### config.mk
export PLATFORM = sky130hd
export DESIGN_NAME = rock_search_controller
export DESIGN_NICKNAME = d
export VERILOG_FILES = /design/src/rtl/rock_search_controller.sv
export SDC_FILE = /design/constraint.sdc
export NUM_CORES = 1
export LEC_CHECK = 0
export BUFFER_PORTS_ARGS = -buffer_cell sky130_fd_sc_hd__clkbuf_2
export CELL_PAD_IN_SITES_DETAIL_PLACEMENT = 1
export CELL_PAD_IN_SITES_GLOBAL_PLACEMENT = 2
export CORE_MARGIN = 2
export CORE_UTILIZATION = 35
export CTS_CLUSTER_DIAMETER = 60
export DETAILED_ROUTE_END_ITERATION = 8
export GPL_ROUTABILITY_DRIVEN = 0
export PLACE_DENSITY_LB_ADDON = 0.05
export SLEW_MARGIN = 20
export SYNTH_ARGS = -nofsm -noshare
export SYNTH_HDL_FRONTEND = slang
export SYNTH_SLANG_ARGS = --single-unit
### constraint.sdc
create_clock -name clk -period 4.5 [get_ports clk]
set_input_delay 0.225 -clock clk [delete_from_list [all_inputs] [get_ports clk]]
set_output_delay 0.225 -clock clk [all_outputs]
set_load 0.01 [all_outputs]
### src/rtl/rock_search_controller.sv
// Rocking-setting search controller: hill-climbs the amplitude/frequency pair
// to minimise measured stress (cry volume + heart rate), locking in HOLD once
// calm or once every neighbouring step has failed to improve.
module rock_search_controller #(
    parameter int SENSOR_W      = 8,
    parameter int LEVEL_W       = 3,
    parameter int SETTLE_CYCLES = 16,
    parameter int CALM_THRESH   = 8,
    parameter int HYST          = 16
) (
    input  logic                clk,
    input  logic                reset,
    input  logic                sample_valid,
    input  logic [SENSOR_W-1:0] huilVolume,
    input  logic [SENSOR_W-1:0] hartRitme,
    input  logic                restart,
    input  logic                mode_hold,
    output logic [LEVEL_W-1:0]  A,
    output logic [LEVEL_W-1:0]  F,
    output logic                busy,
    output logic                locked,
    output logic [SENSOR_W:0]   best_stress
);
    localparam int S_W = SENSOR_W + 1;
    localparam logic [S_W-1:0]     STRESS_MAX = '1;
    localparam logic [LEVEL_W-1:0] LEVEL_MAX  = '1;
    // Counter runs up to SETTLE_CYCLES, so size it to hold that value.
    localparam int CNT_W = (SETTLE_CYCLES < 2) ? 1 : $clog2(SETTLE_CYCLES + 1);
    localparam logic [CNT_W-1:0] CNT_LAST = CNT_W'(SETTLE_CYCLES - 1);

    typedef enum logic [1:0] {IDLE, SETTLE, MEASURE, HOLD} state_t;

    state_t             state_q;
    logic [LEVEL_W-1:0] a_q, f_q;
    logic [LEVEL_W-1:0] prev_a_q, prev_f_q;
    logic [S_W-1:0]     best_q;
    logic [2:0]         fails_q;
    logic               axis_q;   // 0: amplitude, 1: frequency
    logic               dir_q;    // 0: up, 1: down
    logic [CNT_W-1:0]   cnt_q;

    // Saturating-free step: a move that would leave the legal range is dropped.
    function automatic logic [LEVEL_W-1:0] step_level(input logic [LEVEL_W-1:0] v,
                                                      input logic down);
        if (down)
            return (v == '0) ? v : v - LEVEL_W'(1);
        else
            return (v == LEVEL_MAX) ? v : v + LEVEL_W'(1);
    endfunction

    logic [S_W-1:0]     stress;
    logic               calm;
    logic               hyst_hit;
    logic               launch;
    logic               fail_dir;
    logic               fail_axis;
    logic [LEVEL_W-1:0] imp_a, imp_f, fail_a, fail_f;

    assign stress   = {1'b0, huilVolume} + {1'b0, hartRitme};
    // Comparisons done one bit wider so thresholds near the top cannot wrap.
    assign calm     = ({1'b0, stress} <= (S_W + 1)'(CALM_THRESH));
    assign hyst_hit = ({1'b0, stress} > ({1'b0, best_q} + (S_W + 1)'(HYST)));

    // restart launches even while frozen; otherwise IDLE/HOLD launch on a sample.
    assign launch = restart |
                    (~mode_hold & sample_valid &
                     ((state_q == IDLE) | ((state_q == HOLD) & hyst_hit)));

    // After a failure the direction flips; the axis changes once both
    // directions of the current axis have been tried.
    assign fail_dir  = ~dir_q;
    assign fail_axis = dir_q ? ~axis_q : axis_q;

    assign imp_a  = (axis_q == 1'b0)    ? step_level(a_q, dir_q)         : a_q;
    assign imp_f  = (axis_q == 1'b1)    ? step_level(f_q, dir_q)         : f_q;
    assign fail_a = (fail_axis == 1'b0) ? step_level(prev_a_q, fail_dir) : prev_a_q;
    assign fail_f = (fail_axis == 1'b1) ? step_level(prev_f_q, fail_dir) : prev_f_q;

    // Search FSM with all search state and settings.
    always_ff @(posedge clk) begin
        if (reset) begin
            state_q  <= IDLE;
            a_q      <= '0;
            f_q      <= '0;
            prev_a_q <= '0;
            prev_f_q <= '0;
            best_q   <= STRESS_MAX;
            fails_q  <= '0;
            axis_q   <= 1'b0;
            dir_q    <= 1'b0;
            cnt_q    <= '0;
        end else if (launch) begin
            state_q  <= SETTLE;
            prev_a_q <= a_q;
            prev_f_q <= f_q;
            best_q   <= STRESS_MAX;
            fails_q  <= '0;
            axis_q   <= 1'b0;
            dir_q    <= 1'b0;
            cnt_q    <= '0;
        end else if (!mode_hold) begin
            unique case (state_q)
                SETTLE: begin
                    cnt_q <= cnt_q + CNT_W'(1);
                    if (cnt_q == CNT_LAST)
                        state_q <= MEASURE;
                end
                MEASURE: begin
                    if (sample_valid) begin
                        if (calm) begin
                            best_q  <= stress;
                            state_q <= HOLD;
                        end else if (stress < best_q) begin
                            best_q   <= stress;
                            fails_q  <= '0;
                            prev_a_q <= a_q;
                            prev_f_q <= f_q;
                            a_q      <= imp_a;
                            f_q      <= imp_f;
                            cnt_q    <= '0;
                            state_q  <= SETTLE;
                        end else begin
                            fails_q <= fails_q + 3'd1;
                            dir_q   <= fail_dir;
                            axis_q  <= fail_axis;
                            if (fails_q == 3'd3) begin
                                // All four neighbours failed: park on the best setting.
                                a_q     <= prev_a_q;
                                f_q     <= prev_f_q;
                                state_q <= HOLD;
                            end else begin
                                a_q     <= fail_a;
                                f_q     <= fail_f;
                                cnt_q   <= '0;
                                state_q <= SETTLE;
                            end
                        end
                    end
                end
                default: ;
            endcase
        end
    end

    assign A           = a_q;
    assign F           = f_q;
    assign best_stress = best_q;
    assign busy        = (state_q == SETTLE) || (state_q == MEASURE);
    assign locked      = (state_q == HOLD);

endmodule

# Word level (Yosys, flattened, before mapping)
# Cells that the tools add are included.
# word_totals
reg_bits	33
input_bits	21
output_inout_bits	17
wordCells	131
# classes
n_addsub	12
magnitude_cmp	3
eq_ne	23
muxes	49
bitwise_logic	11
reduce_logical	22
# ops
op	n
$mux W3	33
$ne A3 B3 Y1 const B	7
$mux W5	4
$mux W9	2
$reduce_and A4 Y1	4
$reduce_and A8 Y1	2
$add A3 B1 Y3 const B	5
$reduce_and A5 Y1	3
$eq A3 B3 Y1 const B	4
$logic_not A3 Y1	4
$sub A3 B1 Y3 const B	4
$add A9 B5 Y10 const B	1
$gt A9 B10 Y1	1
$mux W2	5
$ne A2 B2 Y1 const B	5
$pmux W5 S2	1
$reduce_bool A2 Y1	5
$add A8 B8 Y9	1
$le A9 B4 Y1 const B	1
$lt A9 B9 Y1	1
$not A1 Y1	6
$add A5 B1 Y5 const B	1
$eq A5 B4 Y1 const B	1
$eq A2 B2 Y1 const B	2
11 further kinds	17

# Logic depth before layout (Yosys ltp)
# Gate-level depths: netlist (run 1).
# logic_depth
ltp_word	8
depth_mapped	16
mapped_depth_nobuf	15

# Least setup slack after synthesis (run 1)
# OpenSTA, ideal clock, no wires.
# synth_timing
path_kind	input port to flip-flop
from	input port huilVolume[0]
to	register prev_a_q[2]
setup_time_ns	0.121
arrival_time_ns	3.285
required_ns	4.379
slack_ns	1.094
path_stages	14
path_buffers	0
cell_sequence	ha_1 > fa_1 > a211oi_1 > nor2_1 > xor2_1 > ha_1 > nand2b_1 > a41oi_1 > o21ai_0 > o2111ai_1 > and2_0 > o21ai_2 > a21oi_4 > mux2_2
# synth_between
elab_chain_len	8
word_cells_on_any_way	15
classes_between	add/sub (1); order compare (3); eq/ne (2); mux (1); bitwise (4); reduce/logical (4)
# synth_rtl
item	line	rtl
start, declared	14	input logic [SENSOR_W-1:0] huilVolume,
$add A8 B8 Y9 (*)	59	assign stress = {1'b0, huilVolume} + {1'b0, hartRitme};
via stress[4]	51	logic [S_W-1:0] stress;
$gt A9 B10 Y1	62	assign hyst_hit = ({1'b0, stress} > ({1'b0, best_q} + (S_W + 1)'(HYST)));
$and A1 B1 Y1	67	((state_q == IDLE) | ((state_q == HOLD) & hyst_hit)));
$or A1 B1 Y1	67	
$and A1 B1 Y1	66	(~mode_hold & sample_valid &
$or A1 B1 Y1	65	assign launch = restart |
$ne A2 B1 Y1 (no source line) or $reduce_bool A2 Y1 (tied branches)	--	
$reduce_and A5 Y1 (no source line)	--	
end signal, assigned	94	prev_a_q <= a_q;
end signal, assigned	116	prev_a_q <= a_q;
end, declared	35	logic [LEVEL_W-1:0] prev_a_q, prev_f_q;
# Mark *: on every way through the listed nets, which the timed path passes. The rest lies on a longest branch.
# A chain may end at the register's enable or synchronous reset.

# Worst setup path after layout (run 1)
# layout_timing
from	input port huilVolume[0]
to	register f_q[0] (netlist: F[0])
# layout_between
elab_chain_len	8
word_cells_on_any_way	15
classes_between	add/sub (1); order compare (3); eq/ne (3); mux (1); bitwise (6); reduce/logical (1)
# layout_rtl
item	line	rtl
$add A8 B8 Y9 (*)	59	
via stress[4]	51	
$gt A9 B10 Y1	62	
$and A1 B1 Y1	67	
$or A1 B1 Y1	67	
$and A1 B1 Y1	66	
$or A1 B1 Y1	65	
$not A1 Y1 (no source line)	--	
$reduce_and A8 Y1 (no source line)	--	
end signal, assigned	119	f_q <= imp_f;
end signal, assigned	129	f_q <= prev_f_q;
end signal, assigned	133	f_q <= fail_f;
end, declared	34	logic [LEVEL_W-1:0] a_q, f_q;
# Marks and branches as above.

==> flow_metrics.env, run 1 <==
export IMPL_first_pass_iters=4
export IMPL_setup_tns_ps=0
export IMPL_grt_pass1_wl_um=12900
export IMPL_crit_chain="clkbuf_2 -> ha_1 -> fa_1 -> a211oi_1 -> nor2_1 -> xor2_1 -> ha_1 -> inv_1 -> a41oi_1 -> o21ai_0 -> o2111ai_1 -> and2_0 -> o311ai_2 -> buf_4 -> a21oi_1 -> o32ai_1"
export IMPL_synth_area_leaders="dfxtp_1 23%, ha_1 17%, inv_1 4.4%"
export IMPL_fillers=1020
export IMPL_powerDensity_mw_per_mm2=209
export IMPL_wl_um=7670
export IMPL_drive_above_1_share_pct=16.3
export IMPL_vias=2695
export IMPL_drcViolationCount=0
export IMPL_crit_path_max_fanout=7
export IMPL_yosys_register_bits=33
export IMPL_worst_path_max_delay_cell="o311ai_2"
export IMPL_drv_slew=0
export IMPL_finish_utilization_pct=40.3
export IMPL_placementRows=33
export IMPL_place_ws_ps=420
export IMPL_core_sq_mm=0.00809
export IMPL_yosysTopAreaCell="dfxtp_1"
export IMPL_fin_crit_sh_pct=82.3
export IMPL_p_total_uw=682
export IMPL_synth_edf_count=0
export IMPL_syn_cell_area_sq_mm=0.00288
export IMPL_slew_headroom_pct=54.5
export IMPL_yosys_warnings=0
export IMPL_synth_top_cell_area_share_pct=22.9
export IMPL_synthDistinctLibCells=61
export IMPL_grt_max_degree=19
export IMPL_hold_depth=4
export IMPL_status="finished, final reports clean"
export IMPL_path_clk_slew_ps=70
export IMPL_critPathCaptureType="flop"
export IMPL_crit_path_max_incr_delay_ps=530
export IMPL_cts_sinks=33
export IMPL_grt_pass1_vias=2707
export IMPL_critPathRequiredTime_ps=4690
export IMPL_postCtsSetupRepairBufs=0
export IMPL_synth_async_sr_flop_share_pct=0
export IMPL_rsz0062_at_grt="false"
export IMPL_reg2reg_slack_ps=1440
export IMPL_hpwl_um=6250
export IMPL_synthCells=357
export IMPL_worst_path_most_repeated_cell="ha_1"
export IMPL_clk_path_buf_depth=2
export IMPL_crit_type="input pin to flop"
export IMPL_hold_buffers=0
export IMPL_die_area_sq_mm=0.00897
export IMPL_die_h_um=94.7
export IMPL_diodes=0
export IMPL_cts_tree="yes"
export IMPL_finalWorstSetupSlack_ps=795
export IMPL_hold_viol=0
export IMPL_r2r_start="best_stress[4]"
export IMPL_clk_latency_ps=290
export IMPL_antenna_found_initial=0
export IMPL_r2r_end="cnt_q[3]"
export IMPL_cts_root_buffer="clkbuf_8"
export IMPL_ys_flop_type="dfxtp_1"
export IMPL_syn_num_nets=419
export IMPL_leakagePower_nw=1.38
export IMPL_finalSetupViolations=0
export IMPL_placed_area_sq_mm=0.00319
export IMPL_post_cts_resize_count=0
export IMPL_globalRouteTotalUtil_pct=18.1
export IMPL_cp_start_kind="input pin"
export IMPL_cap_violations=0
export IMPL_min_from="hartRitme[0]"
export IMPL_whs_endpoint="best_stress[0]"
export IMPL_max_freq_ghz=0.270
export IMPL_via_per_inst=5.41
export IMPL_fin_nets=456
export IMPL_hold_path_class="input pin to flop"
export IMPL_final_cell_count_no_fill=498
export IMPL_grt_remaining_overflow=0
export IMPL_die_w_um=94.7
export IMPL_drt_iter0_drc=29
export IMPL_worstMarginPinSlew_ps=681
export IMPL_ant_nets=0
export IMPL_routedWlPerCell_um=15.4
export IMPL_port_buffers=37
export IMPL_ioPinCount=38
export IMPL_crit_arrival_ps=3890
export IMPL_irDropWorstVdd_mv=0.0878
export IMPL_initial_core_util_pct=35.6
export IMPL_reg2regPathDepth=11
export IMPL_cts_inserted_buffers=5
export IMPL_stdcell_area_sq_mm=0.00326
export IMPL_synth_seq_area_share_pct=22.9
export IMPL_fin_hold_ws_ps=328
export IMPL_fin_skew_ps=6.20
export IMPL_htreeDepth=2
export IMPL_syn_avg_cell_area_sq_um=8.07
export IMPL_placed_cells=492
export IMPL_min_period_ps=3700
export IMPL_area_growth_syn_to_layout_pct=13.2
placed cells by master (no fill, tap or decap), types with 4 or more instances in the layout:
cell type and n:
ha_1 38, inv_1 34, a31oi_1 4, clkbuf_2 37, o211ai_1 11, o21a_1 4, nor2_1 31, clkbuf_8 5
mux2i_1 10, o21ai_0 19, nand2_1 31, dfxtp_1 33, xnor2_1 12, xor2_1 4, buf_4 4, nand3_1 7
a21oi_1 18, nor3_1 12, nor2b_1 10
cell type report:
class | instances | area [sq um] | share of cell area, %
inverters | 36 | 135 | 4.14
clock buffers | 5 | 68.8 | 2.11
repair buffers | 41 | 215 | 6.60
multi-input cells | 277 | 2040 | 62.7
well taps | 105 | 131 | 4.03
clock inverters | 1 | 5.00 | 0.153
flip-flops and latches | 33 | 661 | 20.3
worst max path at each step:
stage / from / end / slack, ps / cells after the start
detailed placement: huilVolume[0] / cnt_q[3] / 420 / 13
CTS: huilVolume[0] / cnt_q[2] / 720 / 13
floorplan: huilVolume[0] / prev_a_q[2] / 1090 / 14
finish: huilVolume[0] / F[0] / 800 / 16
global route: huilVolume[0] / cnt_q[2] / 290 / 13
global placement: huilVolume[0] / prev_f_q[2] / 580 / 14
kinds of logic after synthesis:
| group | count (synthesis) | share of synthesized area (%) |
|---|---|---|
| xor gates and xnor gates | 16 | 4.86 |
| DFF | 33 | 22.9 |
| AOI/OAI and AO/OA | 95 | 24.1 |
| and+or+nand+nor | 113 | 18.9 |
| adders and majority gates | 41 | 18.6 |
| muxes | 12 | 4.26 |
| buffers and inverters | 47 | 6.34 |
critical path: cells and delay by family:
kind / cells / cell delay, ps
AND/OR/NAND/NOR: 2 / 330
adder cells (fa/ha/maj): 3 / 1020
buffers and inverters: 3 / 410
XOR/XNOR: 1 / 320
AO/OA/AOI/OAI: 7 / 1600
synth_stat cells, drive strengths merged, types with 3 or more instances:
cell	number
inv	35
nor2	31
dfxtp	33
a41oi	4
clkbuf	6
nor2b	10
o21a	4
nand2	31
o21ai	22
nor3	12
ha	38
or4	3
a22oi	3
or3	3
a21oi	20
o211ai	12
a31oi	6
mux2i	10
fa	3
a211oi	5
buf	5
xnor2	12
xor2	4
nor4	3
nand3	8
where the power goes:
part	leakage [nW]	total (mW)	switching, mW	internal (mW)
Sequential	0.267	0.295	0.00149	0.293
Combinational	1.08	0.176	0.106	0.0690
Clock	0.0399	0.212	0.110	0.102
Total	1.38	0.682	0.218	0.464
sequential cells by signal (all words and copies together) (netlist names):
| register | cells |
|---|---|
| cnt_q | 5 |
| best_stress | 9 |
| axis_q | 1 |
| prev_f_q | 3 |
| dir_q | 1 |
| fails_q | 3 |
| prev_a_q | 3 |
| state_q | 2 |
| F | 3 |
| A | 3 |
per-layer routing:
metal / track usage [%] / up-vias / routed length [um]
met2: 33.5 / 31 / 3910
met1: 21.8 / 1302 / 3480
li1: - / 1353 / -
met3: 2.47 / 9 / 180
met4: 4.71 / 0 / 90
met5: 0 / - / 0
(Power assumes the default switching activity.)
==> inputs of run 2 (changes only) <==
--- a/config.mk
+++ b/config.mk
@@ -9,7 +9,7 @@
 export CELL_PAD_IN_SITES_DETAIL_PLACEMENT = 1
 export CELL_PAD_IN_SITES_GLOBAL_PLACEMENT = 2
 export CORE_MARGIN = 2
-export CORE_UTILIZATION = 35
+export CORE_UTILIZATION = 31
 export CTS_CLUSTER_DIAMETER = 60
 export DETAILED_ROUTE_END_ITERATION = 8
 export GPL_ROUTABILITY_DRIVEN = 0
==> constraint.sdc (replaced) <==
create_clock -name clk -period 2.95 [get_ports clk]
set_input_delay 0.1475 -clock clk [delete_from_list [all_inputs] [get_ports clk]]
set_output_delay 0.1475 -clock clk [all_outputs]
set_load 0.01 [all_outputs]
==> flow_metrics.env, run 2 (synthesis gave the netlist of run 1 again) <==
export IMPL_diodes=0
export IMPL_die_h_um=100
export IMPL_cp_start_kind="input pin"
export IMPL_worstMarginPinSlew_ps=747
export IMPL_hold_buffers=0
export IMPL_fin_skew_ps=7.60
export IMPL_drcViolationCount=0
export IMPL_worst_path_max_delay_cell="fa_2"
export IMPL_place_ws_ps=-444
export IMPL_clk_path_buf_depth=2
export IMPL_grt_pass1_vias=2982
export IMPL_powerDensity_mw_per_mm2=312
export IMPL_ioPinCount=38
export IMPL_drive_above_1_share_pct=33.6
export IMPL_crit_path_max_incr_delay_ps=390
export IMPL_vias=2891
export IMPL_min_from="hartRitme[0]"
export IMPL_fin_nets=510
export IMPL_via_per_inst=5.16
export IMPL_globalRouteTotalUtil_pct=17.7
export IMPL_critPathCaptureType="flop"
export IMPL_min_period_ps=3030
export IMPL_wl_um=8830
export IMPL_drv_slew=0
export IMPL_finish_utilization_pct=44.0
export IMPL_cts_root_buffer="clkbuf_8"
export IMPL_crit_arrival_ps=3210
export IMPL_fin_crit_sh_pct=103
export IMPL_critPathLaunch="huilVolume[0]"
export IMPL_largest_reg_flops=9
export IMPL_crit_chain="buf_8 -> ha_4 -> fa_2 -> a211oi_4 -> nor2_2 -> xor2_2 -> ha_4 -> buf_4 -> nor4_4 -> nand2_1 -> o211ai_1 -> buf_4 -> o21ai_4 -> a21oi_4 -> mux2_4"
export IMPL_finalSetupViolations=9
export IMPL_leakagePower_nw=1.73
export IMPL_path_clk_slew_ps=80
export IMPL_initial_core_util_pct=31.6
export IMPL_grt_pass1_wl_um=14400
export IMPL_cap_violations=0
export IMPL_hold_path_class="input pin to flop"
export IMPL_stdcell_area_sq_mm=0.00400
export IMPL_crit_path_max_fanout=5
export IMPL_hold_viol=0
export IMPL_htreeDepth=2
export IMPL_status="finished with violations"
export IMPL_first_pass_iters=4
export IMPL_antenna_found_initial=0
export IMPL_routedWlPerCell_um=15.8
export IMPL_max_freq_ghz=0.330
export IMPL_area_growth_syn_to_layout_pct=38.9
export IMPL_port_buffers=37
export IMPL_violations="setup timing"
export IMPL_ant_nets=0
export IMPL_path_buf_inv=3
export IMPL_setup_tns_ps=-476
export IMPL_die_w_um=100
export IMPL_drt_iter0_drc=29
export IMPL_grt_max_degree=19
export IMPL_r2r_start="best_stress[5]"
export IMPL_core_sq_mm=0.00911
export IMPL_final_common_cell="buf_4"
export IMPL_slew_headroom_pct=49.8
export IMPL_crit_family="adder cells"
export IMPL_irDropWorstVdd_mv=0.159
export IMPL_layout_common_cells="47 x buf_4, 35 x clkbuf_2, 34 x inv_1"
export IMPL_cts_inserted_buffers=5
export IMPL_placementRows=35
export IMPL_crit_type="input pin to flop"
export IMPL_cts_tree="yes"
export IMPL_cts_sinks=33
export IMPL_finalWorstSetupSlack_ps=-84.8
export IMPL_hpwl_um=6800
export IMPL_die_area_sq_mm=0.0101
export IMPL_rsz0062_at_grt="true"
export IMPL_critPathRequiredTime_ps=3130
export IMPL_placed_area_sq_mm=0.00362
export IMPL_clk_latency_ps=290
export IMPL_grt_remaining_overflow=0
[run 2: layer usage]
layer | GRT usage, % | share of wire (%) | vias up
met3 | 2.44 | 2.2 | 8
li1 | - | - | 1457
met2 | 32.8 | 53 | 36
met5 | 0 | 0 | -
met4 | 2.21 | 1.2 | 0
met1 | 22.4 | 44 | 1390
[run 2: worst paths after layout]
| check | endpoint | slack (ps) | cells past startpoint |
|---|---|---|---|
| min | best_stress[0] | 210 | 4 |
| min reg2reg | cnt_q[3] | 490 | 2 |
| max | prev_a_q[2] | -80 | 15 |
| max reg2reg | prev_a_q[2] | 250 | 12 |
[run 2: repair_timing]
action,4_1_cts,5_1_grt
setup buffers,1,3
gates resized for setup,16,35
cloned,1,0
pin swaps,9,26
endpoints found under the setup margin,25,28
[run 2: cell type report]
| class | count | area [sq um] |
|---|---|---|
| Sequential cell | 33 | 661 |
| Fill cell | 1102 | 5100 |
| Timing Repair Buffer | 95 | 681 |
| Clock buffer | 5 | 68.8 |
| Tap cell | 111 | 139 |
| Inverter | 36 | 135 |
| Clock inverter | 3 | 17.5 |
| Multi-Input combinational cell | 277 | 2300 |
[run 2: metrics by stage]
step	hold WS, ps	power, mW	instances
3_3_place_gp	469	0.824	547
2_1_floorplan	392	0.667	357
3_5_place_dp	479	0.829	547
6_report	213	1.25	560
5_1_grt	221	1.32	560
4_1_cts	242	1.21	557
[run 2: where the power goes]
part           total [mW]  internal (mW)  switching, mW
logic               0.449          0.219          0.230
clock network       0.349          0.163          0.186
registers           0.449          0.447        0.00211
[run 2: worst min-delay path, delay by kind of cell]
| family | cells | cell delay (ps) |
|---|---|---|
| and+or+nand+nor | 1 | 60 |
| muxes | 1 | 60 |
| buffers and inverters | 1 | 70 |
| adders and majority gates | 1 | 130 |
==> inputs of run 3 (changes only) <==
==> constraint.sdc (replaced) <==
create_clock -name clk -period 2.95 [get_ports clk]
set_input_delay 0.59 -clock clk [delete_from_list [all_inputs] [get_ports clk]]
set_output_delay 0.59 -clock clk [all_outputs]
set_load 0.01 [all_outputs]
==> flow_metrics.env, run 3 (synthesis gave the netlist of run 1 again) <==
export IMPL_worstMarginPinSlew_ps=684
export IMPL_critPathRequiredTime_ps=3130
export IMPL_diodes=0
export IMPL_crit_family="compound AO/OA/AOI/OAI gates"
export IMPL_cts_tree="yes"
export IMPL_initial_core_util_pct=31.6
export IMPL_hold_path_class="flop to flop"
export IMPL_grt_pass1_wl_um=14700
export IMPL_crit_arrival_ps=3610
export IMPL_htreeDepth=2
export IMPL_ant_nets=0
export IMPL_hold_viol=0
export IMPL_powerDensity_mw_per_mm2=318
export IMPL_busiest_layer="met2"
export IMPL_layout_common_cells="52 x buf_4, 35 x clkbuf_2, 34 x inv_1"
export IMPL_cp_start_kind="input pin"
export IMPL_violations="setup timing"
export IMPL_hpwl_um=7080
export IMPL_final_common_cell="buf_4"
export IMPL_r2r_start="best_stress[5]"
export IMPL_largest_reg_flops=9
export IMPL_fillers=1099
export IMPL_crit_chain="buf_6 -> ha_4 -> fa_2 -> a211oi_2 -> buf_4 -> or3b_4 -> nand3_4 -> ha_4 -> a41oi_2 -> o21ai_2 -> o2111ai_1 -> and2_4 -> buf_6 -> o21ai_4 -> a21oi_4 -> mux2_4"
export IMPL_rsz0062_at_grt="true"
export IMPL_path_clk_slew_ps=70
export IMPL_fin_nets=511
export IMPL_critPathCaptureType="flop"
export IMPL_finalSetupViolations=33
export IMPL_status="finished with violations"
export IMPL_die_h_um=100
export IMPL_die_w_um=100
export IMPL_core_sq_mm=0.00911
export IMPL_cts_root_buffer="clkbuf_8"
export IMPL_slew_headroom_pct=54.0
export IMPL_crit_type="input pin to flop"
export IMPL_die_area_sq_mm=0.0101
export IMPL_via_per_inst=5.17
export IMPL_use_met1_pct=22.5
export IMPL_clk_latency_ps=290
export IMPL_p_total_mw=1.28
export IMPL_wl_um=8920
export IMPL_reg2regPathDepth=11
export IMPL_max_freq_ghz=0.292
export IMPL_cts_inserted_buffers=5
export IMPL_hold_depth=2
export IMPL_crit_path_max_fanout=4
export IMPL_path_buf_inv=3
export IMPL_vias=2901
export IMPL_crit_path_max_incr_delay_ps=370
export IMPL_placementRows=35
export IMPL_area_growth_syn_to_layout_pct=39.6
export IMPL_grt_remaining_overflow=0
export IMPL_r2r_end="prev_a_q[2]"
export IMPL_cts_sinks=33
export IMPL_fin_skew_ps=4.52
export IMPL_min_period_ps=3430
export IMPL_routedWlPerCell_um=15.9
export IMPL_reg2reg_slack_ps=240
export IMPL_first_pass_iters=4
export IMPL_cap_violations=0
export IMPL_min_from="prev_a_q[0]"
export IMPL_antenna_found_initial=0
export IMPL_drt_iter0_drc=38
export IMPL_worst_path_max_delay_cell="fa_2"
export IMPL_clk_path_buf_depth=2
export IMPL_irDropWorstVdd_mv=0.172
export IMPL_drcViolationCount=0
export IMPL_leakagePower_nw=1.72
export IMPL_grt_use_met3_pct=3.20
export IMPL_seq_area_sq_um=661
export IMPL_whs_endpoint="prev_a_q[0]"
export IMPL_finalWorstSetupSlack_ps=-475
export IMPL_ioPinCount=38
export IMPL_fin_hold_ws_ps=490
export IMPL_grt_max_degree=18
export IMPL_drive_above_1_share_pct=34.7
export IMPL_globalRouteTotalUtil_pct=18.3
export IMPL_multi_input_area_sq_mm=0.00232
export IMPL_grt_use_met2_pct=34.1
export IMPL_drv_slew=0
export IMPL_port_buffers=37
export IMPL_fin_crit_sh_pct=116
export IMPL_grt_pass1_vias=2938
-- run 3: changes by cell type in the layout (fill, tap and decap cells not counted), sizes merged --
cell / change
buf: +1
-- run 3: worst min-delay path, delay by kind of cell, from the launching register on --
kind | cells | cell delay, ps
flip-flops | 1 | 330
AND/OR/NAND/NOR | 1 | 60
multiplexers | 1 | 60
-- run 3: timing repair --
action,CTS,global route
hold buffers,0,0
gates resized for setup,22,31
pin swaps,12,19
setup endpoints to repair,33,33
setup buffers,4,6
-- run 3: metrics by stage --
stage	instance area, sq um	cells	setup slack, ps	setup TNS [ps]	utilization (%)
floorplan	2960	357	-564	-11190	-
finish	4020	561	-475	-11310	44.2
global placement	3620	544	-766	-21300	39.7
detailed placement	3620	544	-844	-23580	39.7
global route	4020	561	-597	-15740	44.2
CTS	3840	556	-433	-11910	42.2
-- run 3: report_power, final --
part / total, mW / internal (mW) / switching [mW]
Clock: 0.352 / 0.163 / 0.189
Sequential: 0.449 / 0.447 / 0.00209
Combinational: 0.478 / 0.241 / 0.236
Total: 1.28 / 0.851 / 0.428
-- run 3: how the worst max path moves through the flow --
stage | startpoint | end | slack [ps] | cells after the start
after floorplan | huilVolume[0] | prev_a_q[2] | -560 | 13
after global placement | huilVolume[1] | prev_f_q[2] | -770 | 15
after detailed placement | huilVolume[0] | prev_a_q[2] | -840 | 16
after CTS | huilVolume[0] | prev_a_q[2] | -430 | 16
after global routing | hartRitme[0] | prev_f_q[2] | -600 | 16
final | hartRitme[0] | prev_a_q[2] | -480 | 16
-- run 3: per-layer routing --
layer / wire length (um) / vias up
li1: - / 1462
met1: 3930 / 1399
met2: 4750 / 36
met3: 185 / 4
met4: 48 / 0
met5: 0 / -
-- run 3: layout make-up --
type                       instances  share of cell area (%)
multi-input combinational        277                    57.6
timing repair buffer              96                    17.0
tap                              111                    3.45
inverter                          36                    3.36
clock buffer                       5                    1.71
clock inverter                     3                   0.435
sequential                        33                    16.4
